[src/rtl/reg_chain_ctrl.sv]
// Register chain of DEPTH x WIDTH stages seeded on load and advanced under
// enable and a prescaler in shift, rotate, increment or hold mode.
//
// state | meaning
// IDLE  | after reset; stages hold, en ignored
// RUN   | chain advances on each prescaled tick
// DONE  | DEPTH-1 advances completed; stages hold until the next load
module reg_chain_ctrl #(
  parameter int WIDTH    = 8,
  parameter int DEPTH    = 8,
  parameter int LED_W    = 16,
  parameter int PRESCALE = 0
) (
  input  logic             clk,
  input  logic             resetn,
  input  logic             en,
  input  logic             load,
  input  logic [1:0]       mode,
  input  logic [WIDTH-1:0] init_num,
  input  logic [7:0]       switch,
  output logic [LED_W-1:0] led,
  output logic             busy,
  output logic             done
);

  localparam int PS_W   = (PRESCALE > 0) ? $clog2(PRESCALE + 1) : 1;
  localparam int STEP_W = (DEPTH > 1) ? $clog2(DEPTH) : 1;
  localparam logic [PS_W-1:0]   PS_MAX    = PS_W'(PRESCALE);
  localparam logic [STEP_W-1:0] LAST_STEP = STEP_W'(DEPTH - 2);

  typedef enum logic [1:0] {IDLE, RUN, DONE} state_t;
  typedef enum logic [1:0] {M_SHIFT, M_ROTATE, M_INCR, M_HOLD} mode_t;

  state_t            state;
  mode_t             mode_q;
  logic [STEP_W-1:0] step_cnt;
  logic [PS_W-1:0]   ps_cnt;
  logic [WIDTH-1:0]  r [DEPTH];
  logic [WIDTH-1:0]  sel;

  // switch is 8 bits wide, so anything at or beyond DEPTH reads as zero
  always_comb begin
    sel = '0;
    if (int'(switch) < DEPTH) sel = r[switch[STEP_W-1:0]];
  end

  always_ff @(posedge clk or negedge resetn) begin
    if (!resetn) begin
      for (int i = 0; i < DEPTH; i++) r[i] <= '0;
      state    <= IDLE;
      mode_q   <= M_SHIFT;
      step_cnt <= '0;
      ps_cnt   <= '0;
      busy     <= 1'b0;
      done     <= 1'b0;
      led      <= '0;
    end else begin
      done <= 1'b0;
      led  <= LED_W'(sel);
      if (load) begin
        r[0] <= init_num;
        for (int i = 1; i < DEPTH; i++) r[i] <= '0;
        mode_q   <= mode_t'(mode);
        step_cnt <= '0;
        ps_cnt   <= '0;
        state    <= RUN;
        busy     <= 1'b1;
      end else if (state == RUN && en) begin
        if (ps_cnt == PS_MAX) begin
          ps_cnt   <= '0;
          step_cnt <= step_cnt + STEP_W'(1);
          case (mode_q)
            M_SHIFT: begin
              r[0] <= '0;
              for (int i = 1; i < DEPTH; i++) r[i] <= r[i-1];
            end
            M_ROTATE: begin
              r[0] <= r[DEPTH-1];
              for (int i = 1; i < DEPTH; i++) r[i] <= r[i-1];
            end
            M_INCR: begin
              for (int i = 1; i < DEPTH; i++) r[i] <= r[i-1] + WIDTH'(1);
            end
            default: ;
          endcase
          if (step_cnt == LAST_STEP) begin
            state <= DONE;
            busy  <= 1'b0;
            done  <= 1'b1;
          end
        end else begin
          ps_cnt <= ps_cnt + PS_W'(1);
        end
      end
    end
  end

endmodule

[config.mk]
export PLATFORM = sky130hd
export DESIGN_NAME = reg_chain_ctrl
export DESIGN_NICKNAME = d
export VERILOG_FILES = /design/src/rtl/reg_chain_ctrl.sv
export SDC_FILE = /design/constraint.sdc
export NUM_CORES = 1
export LEC_CHECK = 0
export ABC_AREA = 1
export BUFFER_PORTS_ARGS = -buffer_cell sky130_fd_sc_hd__buf_2
export CAP_MARGIN = 40
export CORE_ASPECT_RATIO = 1.5
export CORE_MARGIN = 10
export CORE_UTILIZATION = 65
export CTS_CLUSTER_DIAMETER = 150
export CTS_CLUSTER_SIZE = 28
export DETAILED_ROUTE_END_ITERATION = 10
export PLACE_DENSITY = 0.85
export SYNTH_ARGS = -nofsm -noshare
export SYNTH_HDL_FRONTEND = slang
export SYNTH_SLANG_ARGS = --single-unit
[constraint.sdc]
create_clock -name clk -period 2.99 [get_ports clk]
set_input_delay 0 -clock clk [delete_from_list [all_inputs] [get_ports clk]]
set_output_delay 0 -clock clk [all_outputs]
set_load 0.02 [all_outputs]
==> run summary <==
Worst VDD drop: 0.3167 mV
Ports: 40
Clock-pin slew on the worst setup and hold paths: 70 ps
Crit path capture type: flip-flop
Power Total: 2.147 mW
Worst hold start: init_num[5]
Critical Path Max Stage Delay: 720 ps
Final Skew: 8.567 ps
Vias in the first global route: 4,523
Mapped cell area: 4882 um^2
Final core utilization: 72.41%
Leakage: 2.666 nW
PD cells: 407.6 nW/um^2
Final Hold Slack: 24.08 ps
Synth Instances: 705
Highest-delay cell along the critical path: inv_2
Gr ovfl total: 0
Most common cell after layout, fill and taps aside: nand2_1
Worst-case clock buffer depth: 2
Syn_area_per_cell: 6.925 um^2
Dpl ws: 887.5 ps
Layout net count: 763
Unrepaired setup endpoints after global routing: false
Vias per inst: 5.739
PostCTS Resize Cnt: 0
# H-tree levels: 3
Clk root buf: clkbuf_8
DRT Pass-1 Iters: 6
Port Buffer Count: 31
R2r setup slk: 850 ps
Area grow syn2layout: 7.893%
Netlist cell types: 29
Average wire per standard cell: 15.28 um
Global-route wire length before repair: 21,220 um
HP Class: in2reg
Num CTS Buffers: 9
Skew-Pair Late Insertion Delay: 370 ps
Max-cap viol count: 0
Die H: 126.1 um
Synth warn: 0
Worst flop-to-flop path startpoint: mode_q[1]
Initial antenna violation count: 0
CTS tree: done
Register area share after synthesis: 41.00%
Antenna-violating nets left: 0
Via count: 4,786
R2r endpoint: r[8]
FF-to-FF path depth: 5
Max Fanout on Critical Path: 49
Slew margin rel.: 42.37%
RD Place Congestion: 0.9342
Starting Density: 67.11%
Arrival @ worst endpoint: 2430 ps
Fin. max-slew vios: 0
Ordered cell list for the critical path: nand3_2, nand3_2, inv_2, nand3_1, o21ai_1
Final TNS setup: 0 ps
N_diodes: 0
WHS Path Cells: 5
Max Fclk: 468.3 MHz
Final hold violations: 0
Setup Viol. Count Final: 0
Final WL: 12,750 um
Die width: 90.76 um
Status: completed
Core area: 7274 um^2
Final cycle utilization of the critical path: 71.42%
Minimum clock period: 2135 ps
Pin count of the biggest net entering global routing: 50
Most frequent cells in the layout: nand2_1 (229), dfrtp_1 (80), nand3_1 (76), inv_1 (74), nor2_1 (64)
Post-DP HPWL: 9091 um
Synth Register Bits: 80
Measured slew at the worst slew-check pin: 863.2 ps
Die area: 11,450 um^2
Crit path kind: reg2reg
Most frequent cell on the critical path: nand3_2
GRT Resource Usage Total: 22.41%
DRC: 0
DRT iter0 DRCs: 523
Fin worst setup slack: 854.6 ps
Worst path required time: 3280 ps
Hold Path Sink: r[61]
Layout cells sized above 1: 7.766%
Startpoint Class: flip-flop
CTS Sinks: 80
Row count: 38
[worst max path at each step]
| stage | start | end | depth (start not counted) |
|---|---|---|---|
| after floorplan | state[0] | r[44] | 8 |
| after global placement | mode_q[1] | r[24] | 5 |
| after detailed placement | mode_q[1] | r[8] | 5 |
| after CTS | mode_q[1] | r[8] | 5 |
| after global routing | mode_q[0] | r[41] | 7 |
| final | mode_q[1] | r[8] | 5 |
[through the flow]
stage | instance area [um^2] | instances
finish | 5268 | 834
global route | 5268 | 834
CTS | 5268 | 834
detailed placement | 5026 | 811
global placement | 5006 | 810
floorplan | 4908 | 712
[synthesized netlist by cell type]
cell type,n,area [um^2]
nand2_1,229,859.6
dfrtp_1,80,2002
nand3_1,76,380.4
inv_1,74,277.8
nor2_1,64,240.2
o21ai_0,57,285.3
o211ai_1,19,142.6
a21oi_1,16,80.08
buf_2,16,80.08
xor2_1,10,87.58
buf_4,9,67.56
ha_1,9,112.6
o21ai_1,8,40.04
clkbuf_1,5,18.77
nor2_2,4,25.02
nor3_1,4,20.02
o22ai_1,4,25.02
buf_1,3,11.26
nand4_1,3,18.77
buf_6,2,22.52
inv_2,2,7.510
nand3_2,2,20.02
o21bai_1,2,15.01
or2_2,2,12.51
a211oi_1,1,7.510
clkinv_1,1,3.750
conb_1,1,3.750
inv_4,1,6.260
o21ai_2,1,8.760
[state kept, by name, summed over array words and instances (netlist names)]
register and cells:
step_cnt 3, state 2, mode_q 2, done 1, r 64, led 8
[final cells by class]
type | instances | area (um^2)
multi-input cells | 519 | 2411
flip-flops and latches | 80 | 2002
well taps | 100 | 125.1
clock buffers | 11 | 131.4
clock inverters | 2 | 10.01
inverters | 78 | 295.3
repair buffers | 44 | 292.8
fillers | 596 | 2007
[critical path, delay by kind of cell (launching register included)]
family	cells	cell delay, ps
buffers and inverters	1	720
AO/OA/AOI/OAI	1	140
AND/OR/NAND/NOR	3	600
flip-flops	1	590
[per-layer routing]
| metal | track usage (%) | up-vias | routed length, um | share of wire (%) |
|---|---|---|---|---|
| li1 | - | 2293 | - | - |
| met3 | 4.578 | 49 | 930 | 7.3 |
| met4 | 12.97 | 0 | 485 | 3.8 |
| met2 | 37.21 | 222 | 6343 | 50 |
| met5 | 0 | - | 0 | 0 |
| met1 | 26.23 | 2222 | 4988 | 39 |
[cells by family after synthesis]
logic type	synth area share [%]
flip-flops	41.00
AO/OA/AOI/OAI	12.38
XOR/XNOR	1.794
buffers and inverters	10.15
adder cells (fa/ha/maj)	2.307
AND/OR/NAND/NOR	32.29
other	0.07681
[what timing repair did]
| action | in CTS | in global routing |
|---|---|---|
| hold buffers | 10 | 0 |
| endpoints found under the hold margin | 51 | 0 |
| buffers inserted | 0 | 0 |
| setup endpoints to repair | 0 | 0 |
[power breakdown]
part           internal, mW  switching (mW)  total [mW]
Combinational        0.0955           0.213       0.309
Clock                 0.285           0.376       0.661
Sequential             1.12          0.0549        1.18
Total                  1.50           0.644        2.15
Power figures use the tool's default switching activity.
